$ cat config.mk
export PLATFORM = sky130hd
export DESIGN_NAME = memory_bus_arbiter_flat
export DESIGN_NICKNAME = d
export VERILOG_FILES = /design/src/rtl/memory_bus_arbiter_if.sv /design/src/rtl/memory_bus_arbiter.sv /design/src/flat_wrapper.sv
export SDC_FILE = /design/constraint.sdc
export NUM_CORES = 1
export LEC_CHECK = 0
export CAP_MARGIN = 20
export CORE_ASPECT_RATIO = 1.25
export CORE_UTILIZATION = 48
export CTS_BUF_LIST = sky130_fd_sc_hd__clkbuf_8
export DETAILED_ROUTE_END_ITERATION = 6
export GPL_ROUTABILITY_DRIVEN = 0
export PLACE_DENSITY_LB_ADDON = 0.05
export REMOVE_ABC_BUFFERS = 1
export SLEW_MARGIN = 20
export SYNTH_ARGS = -nofsm -noshare
export SYNTH_HDL_FRONTEND = slang
export SYNTH_SLANG_ARGS = --single-unit
$ cat constraint.sdc
create_clock -name clk -period 4.8 [get_ports clk]
set_clock_uncertainty 0.1 [all_clocks]
set_input_delay 1.44 -clock clk [delete_from_list [all_inputs] [get_ports clk]]
set_output_delay 1.44 -clock clk [all_outputs]
set_load 0.03 [all_outputs]
$ cat src/rtl/memory_bus_arbiter_if.sv
// Bundle of the two requester ports and the memory_controller port of memory_bus_arbiter.
// The arbiter side uses modport slave; requesters and the memory model use modport master.
`ifndef MEMORY_DEPTH
`define MEMORY_DEPTH 8
`endif
`ifndef MEMORY_WIDTH
`define MEMORY_WIDTH 8
`endif

interface memory_bus_arbiter_if #(
  parameter int ADDR_W = `MEMORY_DEPTH,
  parameter int DATA_W = `MEMORY_WIDTH
);
  logic              m0_req;
  logic              m0_we;
  logic [ADDR_W-1:0] m0_addr;
  logic [DATA_W-1:0] m0_wdata;
  logic              m0_gnt;
  logic              m0_rvalid;
  logic [DATA_W-1:0] m0_rdata;

  logic              m1_req;
  logic              m1_we;
  logic [ADDR_W-1:0] m1_addr;
  logic [DATA_W-1:0] m1_wdata;
  logic              m1_gnt;
  logic              m1_rvalid;
  logic [DATA_W-1:0] m1_rdata;

  logic [ADDR_W-1:0] memory_read_address;
  logic [DATA_W-1:0] memory_read_data;
  logic [ADDR_W-1:0] memory_write_address;
  logic [DATA_W-1:0] memory_write_data;
  logic              memory_write_enable;

  modport slave (
    input  m0_req, m0_we, m0_addr, m0_wdata,
    input  m1_req, m1_we, m1_addr, m1_wdata,
    input  memory_read_data,
    output m0_gnt, m0_rvalid, m0_rdata,
    output m1_gnt, m1_rvalid, m1_rdata,
    output memory_read_address, memory_write_address, memory_write_data, memory_write_enable
  );

  modport master (
    output m0_req, m0_we, m0_addr, m0_wdata,
    output m1_req, m1_we, m1_addr, m1_wdata,
    output memory_read_data,
    input  m0_gnt, m0_rvalid, m0_rdata,
    input  m1_gnt, m1_rvalid, m1_rdata,
    input  memory_read_address, memory_write_address, memory_write_data, memory_write_enable
  );
endinterface

$ cat src/rtl/memory_bus_arbiter.sv
// Two-requester arbiter in front of a single-port memory_controller, one access in flight.
// Define MEMORY_BUS_ARBITER_RR_EN for round-robin tie-breaking; otherwise requester 0 always wins.
`ifndef MEMORY_DEPTH
`define MEMORY_DEPTH 8
`endif
`ifndef MEMORY_WIDTH
`define MEMORY_WIDTH 8
`endif

module memory_bus_arbiter #(
  parameter int ADDR_W = `MEMORY_DEPTH,
  parameter int DATA_W = `MEMORY_WIDTH,
  parameter int RD_LAT = 1
) (
  input logic                 clk,
  input logic                 rst_n,
  memory_bus_arbiter_if.slave bus
);

  typedef enum logic [1:0] {IDLE, ACCESS, RWAIT} state_t;

  state_t            state, state_nxt;
  logic              cur_we, cur_we_nxt;
  logic              cur_id, cur_id_nxt;
  logic [2:0]        cnt, cnt_nxt;
  logic [1:0]        gnt, gnt_nxt;
  logic [1:0]        rvalid, rvalid_nxt;
  logic [DATA_W-1:0] rdata0, rdata0_nxt;
  logic [DATA_W-1:0] rdata1, rdata1_nxt;
  logic [ADDR_W-1:0] rd_addr, rd_addr_nxt;
  logic [ADDR_W-1:0] wr_addr, wr_addr_nxt;
  logic [DATA_W-1:0] wr_data, wr_data_nxt;
  logic              wr_en, wr_en_nxt;

  logic              win;
  logic              sel_we;
  logic [ADDR_W-1:0] sel_addr;
  logic [DATA_W-1:0] sel_wdata;

`ifdef MEMORY_BUS_ARBITER_RR_EN
  // prio names the requester that wins the next tie; it flips away from every grantee.
  logic prio, prio_nxt;
  assign win = bus.m1_req & (~bus.m0_req | prio);
`else
  assign win = bus.m1_req & ~bus.m0_req;
`endif

  assign sel_we    = win ? bus.m1_we    : bus.m0_we;
  assign sel_addr  = win ? bus.m1_addr  : bus.m0_addr;
  assign sel_wdata = win ? bus.m1_wdata : bus.m0_wdata;

  always_comb begin
    state_nxt   = state;
    cur_we_nxt  = cur_we;
    cur_id_nxt  = cur_id;
    cnt_nxt     = cnt;
    gnt_nxt     = 2'b00;
    rvalid_nxt  = 2'b00;
    rdata0_nxt  = rdata0;
    rdata1_nxt  = rdata1;
    rd_addr_nxt = rd_addr;
    wr_addr_nxt = wr_addr;
    wr_data_nxt = wr_data;
    wr_en_nxt   = 1'b0;
`ifdef MEMORY_BUS_ARBITER_RR_EN
    prio_nxt    = prio;
`endif
    case (state)
      IDLE: begin
        if (bus.m0_req || bus.m1_req) begin
          state_nxt    = ACCESS;
          cur_id_nxt   = win;
          cur_we_nxt   = sel_we;
          gnt_nxt[win] = 1'b1;
`ifdef MEMORY_BUS_ARBITER_RR_EN
          prio_nxt     = ~win;
`endif
          // Outputs are registered, so the access is set up on the edge that enters ACCESS.
          if (sel_we) begin
            wr_en_nxt   = 1'b1;
            wr_addr_nxt = sel_addr;
            wr_data_nxt = sel_wdata;
          end else begin
            rd_addr_nxt = sel_addr;
          end
        end
      end
      ACCESS: begin
        if (cur_we) begin
          state_nxt = IDLE;
        end else begin
          state_nxt = RWAIT;
          cnt_nxt   = 3'd0;
        end
      end
      RWAIT: begin
        if (cnt == 3'(RD_LAT - 1)) begin
          state_nxt          = IDLE;
          rvalid_nxt[cur_id] = 1'b1;
          if (cur_id) rdata1_nxt = bus.memory_read_data;
          else        rdata0_nxt = bus.memory_read_data;
        end else begin
          cnt_nxt = cnt + 3'd1;
        end
      end
      default: state_nxt = IDLE;
    endcase
  end

  always_ff @(posedge clk) begin
    if (!rst_n) begin
      state   <= IDLE;
      cur_we  <= 1'b0;
      cur_id  <= 1'b0;
      cnt     <= 3'd0;
      gnt     <= 2'b00;
      rvalid  <= 2'b00;
      rdata0  <= '0;
      rdata1  <= '0;
      rd_addr <= '0;
      wr_addr <= '0;
      wr_data <= '0;
      wr_en   <= 1'b0;
`ifdef MEMORY_BUS_ARBITER_RR_EN
      prio    <= 1'b0;
`endif
    end else begin
      state   <= state_nxt;
      cur_we  <= cur_we_nxt;
      cur_id  <= cur_id_nxt;
      cnt     <= cnt_nxt;
      gnt     <= gnt_nxt;
      rvalid  <= rvalid_nxt;
      rdata0  <= rdata0_nxt;
      rdata1  <= rdata1_nxt;
      rd_addr <= rd_addr_nxt;
      wr_addr <= wr_addr_nxt;
      wr_data <= wr_data_nxt;
      wr_en   <= wr_en_nxt;
`ifdef MEMORY_BUS_ARBITER_RR_EN
      prio    <= prio_nxt;
`endif
    end
  end

  assign bus.m0_gnt               = gnt[0];
  assign bus.m1_gnt               = gnt[1];
  assign bus.m0_rvalid            = rvalid[0];
  assign bus.m1_rvalid            = rvalid[1];
  assign bus.m0_rdata             = rdata0;
  assign bus.m1_rdata             = rdata1;
  assign bus.memory_read_address  = rd_addr;
  assign bus.memory_write_address = wr_addr;
  assign bus.memory_write_data    = wr_data;
  assign bus.memory_write_enable  = wr_en;

endmodule
$ cat src/flat_wrapper.sv
// flat-port wrapper written by rule: the top's interface ports become plain ports
module memory_bus_arbiter_flat 
#(
  parameter int ADDR_W = `MEMORY_DEPTH,
  parameter int DATA_W = `MEMORY_WIDTH,
  parameter int RD_LAT = 1
)
  (clk, rst_n, bus_m0_req, bus_m0_we, bus_m0_addr, bus_m0_wdata, bus_m1_req, bus_m1_we, bus_m1_addr, bus_m1_wdata, bus_memory_read_data, bus_m0_gnt, bus_m0_rvalid, bus_m0_rdata, bus_m1_gnt, bus_m1_rvalid, bus_m1_rdata, bus_memory_read_address, bus_memory_write_address, bus_memory_write_data, bus_memory_write_enable);
  memory_bus_arbiter_if #(.ADDR_W(ADDR_W), .DATA_W(DATA_W)) bus_i ();
  input logic clk;
  input logic rst_n;
  input wire logic [$bits(bus_i.m0_req)-1:0] bus_m0_req;
  input wire logic [$bits(bus_i.m0_we)-1:0] bus_m0_we;
  input wire logic [$bits(bus_i.m0_addr)-1:0] bus_m0_addr;
  input wire logic [$bits(bus_i.m0_wdata)-1:0] bus_m0_wdata;
  input wire logic [$bits(bus_i.m1_req)-1:0] bus_m1_req;
  input wire logic [$bits(bus_i.m1_we)-1:0] bus_m1_we;
  input wire logic [$bits(bus_i.m1_addr)-1:0] bus_m1_addr;
  input wire logic [$bits(bus_i.m1_wdata)-1:0] bus_m1_wdata;
  input wire logic [$bits(bus_i.memory_read_data)-1:0] bus_memory_read_data;
  output wire logic [$bits(bus_i.m0_gnt)-1:0] bus_m0_gnt;
  output wire logic [$bits(bus_i.m0_rvalid)-1:0] bus_m0_rvalid;
  output wire logic [$bits(bus_i.m0_rdata)-1:0] bus_m0_rdata;
  output wire logic [$bits(bus_i.m1_gnt)-1:0] bus_m1_gnt;
  output wire logic [$bits(bus_i.m1_rvalid)-1:0] bus_m1_rvalid;
  output wire logic [$bits(bus_i.m1_rdata)-1:0] bus_m1_rdata;
  output wire logic [$bits(bus_i.memory_read_address)-1:0] bus_memory_read_address;
  output wire logic [$bits(bus_i.memory_write_address)-1:0] bus_memory_write_address;
  output wire logic [$bits(bus_i.memory_write_data)-1:0] bus_memory_write_data;
  output wire logic [$bits(bus_i.memory_write_enable)-1:0] bus_memory_write_enable;
  assign bus_i.m0_req = bus_m0_req;
  assign bus_i.m0_we = bus_m0_we;
  assign bus_i.m0_addr = bus_m0_addr;
  assign bus_i.m0_wdata = bus_m0_wdata;
  assign bus_i.m1_req = bus_m1_req;
  assign bus_i.m1_we = bus_m1_we;
  assign bus_i.m1_addr = bus_m1_addr;
  assign bus_i.m1_wdata = bus_m1_wdata;
  assign bus_i.memory_read_data = bus_memory_read_data;
  assign bus_m0_gnt = bus_i.m0_gnt;
  assign bus_m0_rvalid = bus_i.m0_rvalid;
  assign bus_m0_rdata = bus_i.m0_rdata;
  assign bus_m1_gnt = bus_i.m1_gnt;
  assign bus_m1_rvalid = bus_i.m1_rvalid;
  assign bus_m1_rdata = bus_i.m1_rdata;
  assign bus_memory_read_address = bus_i.memory_read_address;
  assign bus_memory_write_address = bus_i.memory_write_address;
  assign bus_memory_write_data = bus_i.memory_write_data;
  assign bus_memory_write_enable = bus_i.memory_write_enable;
  memory_bus_arbiter #(.ADDR_W(ADDR_W), .DATA_W(DATA_W), .RD_LAT(RD_LAT)) u_core (.clk(clk), .rst_n(rst_n), .bus(bus_i));
endmodule
==> impl_results.md <==
* Outcome: complete, no violations
* Number of iterations in the first detailed-routing pass at 4
* YS warnings at 0
* Max incr delay on CP at 0.68 ns
* Die width at 63.5 µm
* Max_cap viols at 0
* Mapped Area at around 0.0023 mm²
* 1st-iter DRT viols at just under 80
* Critical Path AT at approximately 3.3 ns
* Worst Setup End Kind: register
* Mean Syn Cell Area at ~9.6 µm²
* Worst vdd ir at about 0.00020 V
* FP Rows at 27
* Share of cells above drive strength 1 at roughly 4.3%
* Nets at between 300 and 400
* H-Tree Level Count at 2
* Final worst-path cycle share at approximately two thirds
* CTS Buf Count at 5
* Post-CTS setup buffers at 0
* Hold_buf cts at 0
* Full die area at 0.00500 mm²
* First-pass GRT wire length at ~7.9 mm
* WHS at 0.368 ns
* DR vias/cell at between 5 and 6
* Initial core utilization at about half
* CTS tree: done
* Clock transition at path regs at roughly 0.09 ns
* Post-synth top area share at roughly 46%
* Final setup vio count at 0
* Final ANT Viol Nets at 0
* Synth unique cells at 29
* Core area at around 0.0045 mm²
* Slowest cell on crit path: o21ai_4
* Unrepaired setup endpoints after global routing: no
* N_diodes at 0
* FF+latch count, synth at 52
* Critical path buffer and inverter count at 1
* Largest net degree at the start of global routing at 37
* Die Height at roughly 79 µm
* CP Class: primary input to register
* Final Max Tran Viols at 0
* Port Buffers at 90
* Fin crit period at 3.16 ns
* Non-filler cells, final at 380
* FMAX at around 320 MHz
* Max FO, Critical Path at 33
* Leak at about 0.0015 µW
* TNS Setup at 0 ns
* Required time worst endpoint at between 4 and 5 ns
* Pwr/cell area at 308 mW/mm²
* Vias post-DR at 1931
* Total routed wirelength at between 4 and 5 mm
* CTS Buffer Depth at 2
* GRT overflow at 0
* Worst slew margin at a little over 50%
* Xor/xnor cell area share of the yosys netlist at 0%
* Synth Area in Adders at 3.31%
* P&R area growth vs syn at 42.9%
* Largest cells by area after synthesis: dfxtp_1 (46%), nand2_1 (11%), o211a_1 (11%)
* Vias in the first global route at approximately 1.8k
* Area leader, netlist: dfxtp_1
* Gr usage total at 19.9%
* Initial antenna violation count at 0
* Hpwl dp at between 3 and 4 mm
* Mapped Cells at about 240
* PostCTS Resize Cnt at 0
* CP top delay family: compound AO/OA/AOI/OAI gates
* Post-synthesis mux area share at around 7.5%
* Hold crit path type: register to register
* Chain of cells forming the critical path: clkdlybuf4s50_1 -> nand2b_4 -> o21ai_4 -> nand2_1 -> o211a_1
* Worst slew pin tran at 0.733 ns
* Cells after DPL at 372
* Per-cell routed wire length at 12.5 µm
* Largest family of logic cells by synthesized area: compound AO/OA/AOI/OAI gates
* Final Hold Fails at 0
* Ports at 91
* Synth Area in Simple Gates at 17.7%
* Compound-Gate Fraction of Synth Area at about 20%
* Critical Path Source Type: primary input
* DRC at 0
* Clk Latency, worst-skew pair at 0.30 ns
* Sequential area share after synthesis at 45.9%
* Root Buffer: clkbuf_8
* Sink Count at 52
sequential cells by signal, indices dropped and copies added (netlist names):
register                         cells
u_core.bus.m0_rdata                  8
u_core.bus.m1_rdata                  8
u_core.bus.memory_read_address       8
u_core.bus.memory_write_address      8
u_core.bus.memory_write_data         8
u_core.bus.memory_write_enable       1
u_core.cnt                           3
u_core.cur_id                        1
u_core.cur_we                        1
u_core.gnt                           2
u_core.rvalid                        2
u_core.state                         2
power breakdown:
part	internal, µW	leakage, µW	switching, µW
logic	124	0.00102	139
clock network	115	0.0000486	137
registers	464	0.000425	18.0
worst register-to-register path, stage by stage (launching register included):
cell and delay, ns:
dfxtp_1 0.33, inv_1 0.10, ha_1 0.35, nand2_1 0.15, o21ai_4 0.60, nand2_1 0.15
o211a_1 0.17
cell usage in the layout, fill, tap and decap left out, drive strengths merged, types with 6 or more instances in the layout:
cell            n
dfxtp          52
inv             7
o211a          24
clkbuf          6
nor2            6
clkdlybuf4s50  89
nand2          65
mux2i          17
a21boi         20
ha              6
layer usage:
layer  wire (µm)  up-vias  track usage (%)
li1            -      973                -
met1        2010      890             21.7
met2        2290       61             35.0
met3         365        7             7.47
met4          66        0             7.05
met5           0        -                0
cells by family after synthesis:
family | after synthesis
flip-flops | 52
buffers and inverters | 19
AND/OR/NAND/NOR | 90
adder cells (fa/ha/maj) | 6
AO/OA/AOI/OAI | 51
multiplexers | 17
cells in the mapped netlist:
master and number:
inv_1 6, o21ai_0 2, nand2_1 65, buf_2 1
buf_12 1, o21ai_4 2, o211a_1 24, buf_6 3
nor2b_1 3, and2_1 1, a22oi_1 2, nand2b_4 1
a21oi_1 1, nand3b_1 3, a21boi_0 20, and3_2 1
buf_8 1, nand3_1 1, and3_1 2, clkbuf_1 6
nor2_1 6, nand2b_1 3, nand4_1 2, dfxtp_1 52
and3b_1 1, buf_4 1, ha_1 6, nor4b_1 1
mux2i_1 17
layout make-up:
class                      instances  area (µm²)
sequential                        52        1040
fill                             384        1220
clock inverter                     2        11.3
clock buffer                       6        82.6
tap                               58        72.6
timing repair buffer              92         911
multi-input combinational        164        1100
inverter                           6        22.5
final timing paths:
| kind | start | slack, ns | depth (start not counted) | end |
|---|---|---|---|---|
| max reg2reg | u_core.state[0] | 2.76 | 6 | u_core.bus.memory_write_address[7] |
| min | u_core.bus.m0_rdata[5] | 0.37 | 2 | u_core.bus.m0_rdata[5] |
| max | bus_m0_req | 1.64 | 5 | u_core.bus.memory_write_address[7] |
| min reg2reg | u_core.bus.m0_rdata[5] | 0.37 | 2 | u_core.bus.m0_rdata[5] |
through the flow:
stage | utilization (%) | cell area (µm²) | setup slack [ns] | power (µW)
3_5_place_dp | 70.7 | 3150 | 1.30 | 758
4_1_cts | 72.8 | 3250 | 1.63 | 1010
5_1_grt | 72.7 | 3240 | 1.48 | 1050
2_1_floorplan | - | 2160 | 2.12 | 634
3_3_place_gp | 70.7 | 3150 | 1.40 | 753
6_report | 72.7 | 3240 | 1.64 | 997
(Power assumes the default switching activity.)
==> patch 1, RTL diff (same flow settings) <==
Reset style: asynchronous (`rst_n`), changed in one clocked block.
--- a/src/rtl/memory_bus_arbiter.sv
+++ b/src/rtl/memory_bus_arbiter.sv
@@ -107,7 +107,7 @@
     endcase
   end
 
-  always_ff @(posedge clk) begin
+  always_ff @(posedge clk or negedge rst_n) begin
     if (!rst_n) begin
       state   <= IDLE;
       cur_we  <= 1'b0;
Function: differs if rst_n is asserted again (counterexample within 4 cycles, from zero or initial values and one cycle with rst_n low); with rst_n held inactive, the same outputs for 10 cycles.
==> patch 1 against the unedited design <==
  * Global-route usage increased by 1.1 points
  * Non-clock buffer count decreased by 1
  * Design area increased by 2.6%
  * Die area increased by 0.92%
  * Critical path type unchanged
  * Area after synthesis increased by 0.94%
  * Critical path depth unchanged
  * Core utilization increased by 1.3 points
  * Sequential cell count unchanged
  * Wire length increased by 8.5%
  * Setup slack got worse by 150 ps
Power is not compared: it rests on default switching activity, and its combinational part moved more than twofold at a synthesized area within 25%.
==> patch 1: results (changes against the unedited design) <==
grt_max_degree: 53  # was 37
async_flop_share: 1.000  # was 0
avgRoutedWirePerCell_um: 16.69  # was 12.47 µm
grt_pass1_wl_mm: 7.941  # was 7.907 mm
yosysSeqAreaShare: 0.5686  # was 0.4592
crit_fanout: 12  # was 33
multi_input_area_um2: 919.6  # was 1100 µm²
sh_seq_area: 0.3914  # was 0.3212
worstHoldEndpoint: "u_core.bus.memory_write_data[6]"  # was u_core.bus.m0_rdata[5]
wl_mm: 5.140  # was 4.739 mm
min_path_cells: 1  # was 2
dpl_cell_area_um2: 3231  # was 3152 µm²
ys.flop_type: "dfrtp_1"  # was dfxtp_1
ys_top_cells_by_area: "dfrtp_1 57%, mux2_2 27%, ha_1 2.7%"  # was dfxtp_1 46%, nand2_1 11%, o211a_1 11%
regToRegEndpoint: "u_core.bus.memory_read_address[7]"  # was u_core.bus.memory_write_address[7]
crit_end: "u_core.bus.memory_read_address[7]"  # was u_core.bus.memory_write_address[7]
relSlewSlack: 0.5480  # was 0.5093
yosysUniqueCellTypes: 25  # was 29
nNonClkBuffers: 91  # was 92
clk_share: 0.02747  # was 0.02896
layout-drive-gt1-share: 0.2800  # was 0.04348
slowest_stage: "clkdlybuf4s50_1"  # was o21ai_4
core_area_um2: 4493  # was 4459 µm²
syn_area_per_cell_um2: 14.86  # was 9.648 µm²
viasPerCell: 5.162  # was 5.082
cp_top_family: "buffers and inverters"  # was compound AO/OA/AOI/OAI gates
grt_pass1_vias: 1698  # was 1836
post-place-cells: 300  # was 372
multi_input_comb_cells: 90  # was 164
status: "completed"  # unchanged
grt.total_usage: 0.2102  # was 0.1993
==> patch 1: kinds of logic (layout without fill, tap and decap cells) <==
kind of cell / count (synthesis) / after routing / share of synthesized area
muxes: 57 / 57 / 0.2816
DFF: 52 / 52 / 0.5686
and+or+nand+nor: 14 / 14 / 0.03335
buffers and inverters: 12 / 108 / 0.02952
adders and majority gates: 5 / 5 / 0.02734
AOI/OAI and AO/OA: 14 / 14 / 0.05960
==> patch 1: power groups by stage <==
| stage | Clock [mW] | Sequential (mW) | Combinational [mW] |
|---|---|---|---|
| after floorplan | 0 | 1.11 | 0.330 |
| after global placement | 0 | 0.740 | 1.17 |
| after detailed placement | 0 | 0.757 | 1.20 |
| after CTS | 0.256 | 0.749 | 1.21 |
| after global routing | 0.269 | 0.768 | 1.26 |
| final | 0.252 | 0.747 | 1.19 |
==> patch 1: per-layer routing <==
layer / vias to the layer above / part of all wire
li1: 737 / -
met1: 788 / 0.38
met2: 54 / 0.54
met3: 11 / 0.059
met4: 0 / 0.020
met5: - / 0
==> patch 2, RTL diff (same settings) <==
Made on the original files. `MEMORY_DEPTH`: 8 -> 16.
--- a/src/rtl/memory_bus_arbiter_if.sv
+++ b/src/rtl/memory_bus_arbiter_if.sv
@@ -1,7 +1,7 @@
 // Bundle of the two requester ports and the memory_controller port of memory_bus_arbiter.
 // The arbiter side uses modport slave; requesters and the memory model use modport master.
 `ifndef MEMORY_DEPTH
-`define MEMORY_DEPTH 8
+`define MEMORY_DEPTH 16
 `endif
 `ifndef MEMORY_WIDTH
 `define MEMORY_WIDTH 8
Ports: changed (resized bus_m0_addr, bus_m1_addr, bus_memory_read_address and bus_memory_write_address); port bits go from 91 to 123. No check against the original RTL was run, so the function may have changed too.
==> patch 2 against the unedited design <==
  * Total power rose by 61%
  * Design area rose by 34%
  * Sequential cell count rose by 16
  * Sequential power rose by 31%
  * Critical path depth rose by 1
  * Setup slack got worse by 110 ps
  * Synthesized cell count rose by 25%
  * Area after synthesis rose by 28%
  * Wire length rose by 44%
  * Hold slack got worse by 17 ps
  * Largest power group unchanged
==> patch 2: results (changes against the unedited design) <==
status: "completed"  # unchanged
syn_area_per_cell_um2: 9.848  # was 9.648 µm²
worst_slew_pin_slew_ps: 839.4  # was 733.3 ps
hold_path.class: "reg -> reg"  # unchanged
htreeDepth: 3  # was 2
dp_hpwl_mm: 4.699  # was 3.588 mm
yosysUniqueCellTypes: 32  # was 29
grt_pass1_vias: 2308  # was 1836
first_iter_violations: 102  # was 78
post-place-cells: 464  # was 372
syn_to_final_growth_pct: 50.52  # was 42.94%
async_flop_share: 0  # unchanged
vdd_drop_max_mv: 0.2934  # was 0.2015 mV
numPortBuffers: 122  # was 90
finalNetCount: 477  # was 373
cellLeakagePower_nw: 2.111  # was 1.496 nW
vias: 2485  # was 1931
grt.total_usage: 0.2205  # was 0.1993
firstDrtPassIters: 4  # unchanged
pre_cts_ws_ps: 1118  # was 1302 ps
cp_top_family: "buffers and inverters"  # was compound AO/OA/AOI/OAI gates
max_stage_delay_ps: 590  # was 680 ps
clk_latency_ps: 340  # was 300 ps
clk_pin_slew_ps: 70  # was 90 ps
antenna_cells: 0  # unchanged
crit_fanout: 30  # was 33
grt_pass1_wl_mm: 10.60  # was 7.907 mm
dpl_cell_area_um2: 4080  # was 3152 µm²
fillCellCount: 448  # was 384
numCtsBuffers: 9  # was 5
synth_common_cells: "77 x nand2_1, 68 x dfxtp_1, 40 x o211a_1"  # was 65 x nand2_1, 52 x dfxtp_1, 24 x o211a_1
cp.arrival_ps: 3400  # was 3260 ps
grt_max_degree: 69  # was 37
cts-resized-gates: 0  # unchanged
ys.flop_type: "dfxtp_1"  # unchanged
hold_viol_final: 0  # unchanged
viasPerCell: 5.166  # was 5.082
avgRoutedWirePerCell_um: 14.22  # was 12.47 µm
setup_violations: 0  # unchanged
yosysSeqAreaShare: 0.4702  # was 0.4592
antenna_found_initial: 0  # unchanged
layout-drive-gt1-share: 0.06024  # was 0.04348
ys_top_cells_by_area: "dfxtp_1 47%, o211a_1 14%, nand2_1 10%"  # was dfxtp_1 46%, nand2_1 11%, o211a_1 11%
-- patch 2: layout make-up --
class                      instances  area share
clock buffer                       9     0.02842
clock inverter                     7     0.03216
inverter                           6    0.005168
multi-input combinational        200      0.3173
sequential                        68      0.3124
tap                               66     0.01895
timing repair buffer             125      0.2857
-- patch 2: cells by family after synthesis --
kind of cell | after synthesis | synth area share
compound gates | 67 | 0.2148
fa+ha+maj | 5 | 0.02161
buf+inv | 26 | 0.05574
flops | 68 | 0.4702
mux | 25 | 0.08643
simple gates | 103 | 0.1513
-- patch 2: power by group --
group	switching [mW]	internal [mW]	leakage [nW]	total [mW]
Combinational	0.186	0.169	1.42	0.355
Sequential	0.0229	0.609	0.557	0.632
Clock	0.218	0.396	0.131	0.614
Total	0.427	1.17	2.11	1.60
-- patch 2: worst min-delay path: stages, from the launching register on --
cell,delay (ps)
dfxtp_1,310
nand2_1,50
a21boi_1,50
-- patch 2: path summary, 6_finish.rpt --
path	slack, ps	cells after the start	startpoint	end
min	350	2	u_core.bus.m1_rdata[1]	u_core.bus.m1_rdata[1]
max reg2reg	2470	7	u_core.state[1]	u_core.bus.memory_write_address[1]
min reg2reg	350	2	u_core.bus.m1_rdata[1]	u_core.bus.m1_rdata[1]
max	1530	6	bus_m0_req	u_core.bus.memory_write_address[1]
-- patch 2: layer usage --
layer  track usage  vias to the layer above  routed length, µm
met1        0.2366                     1160               2828
met2        0.3870                       73               3444
met3       0.09339                        9                463
li1              -                     1243                  -
met5             0                        -                  0
met4       0.08556                        0                104
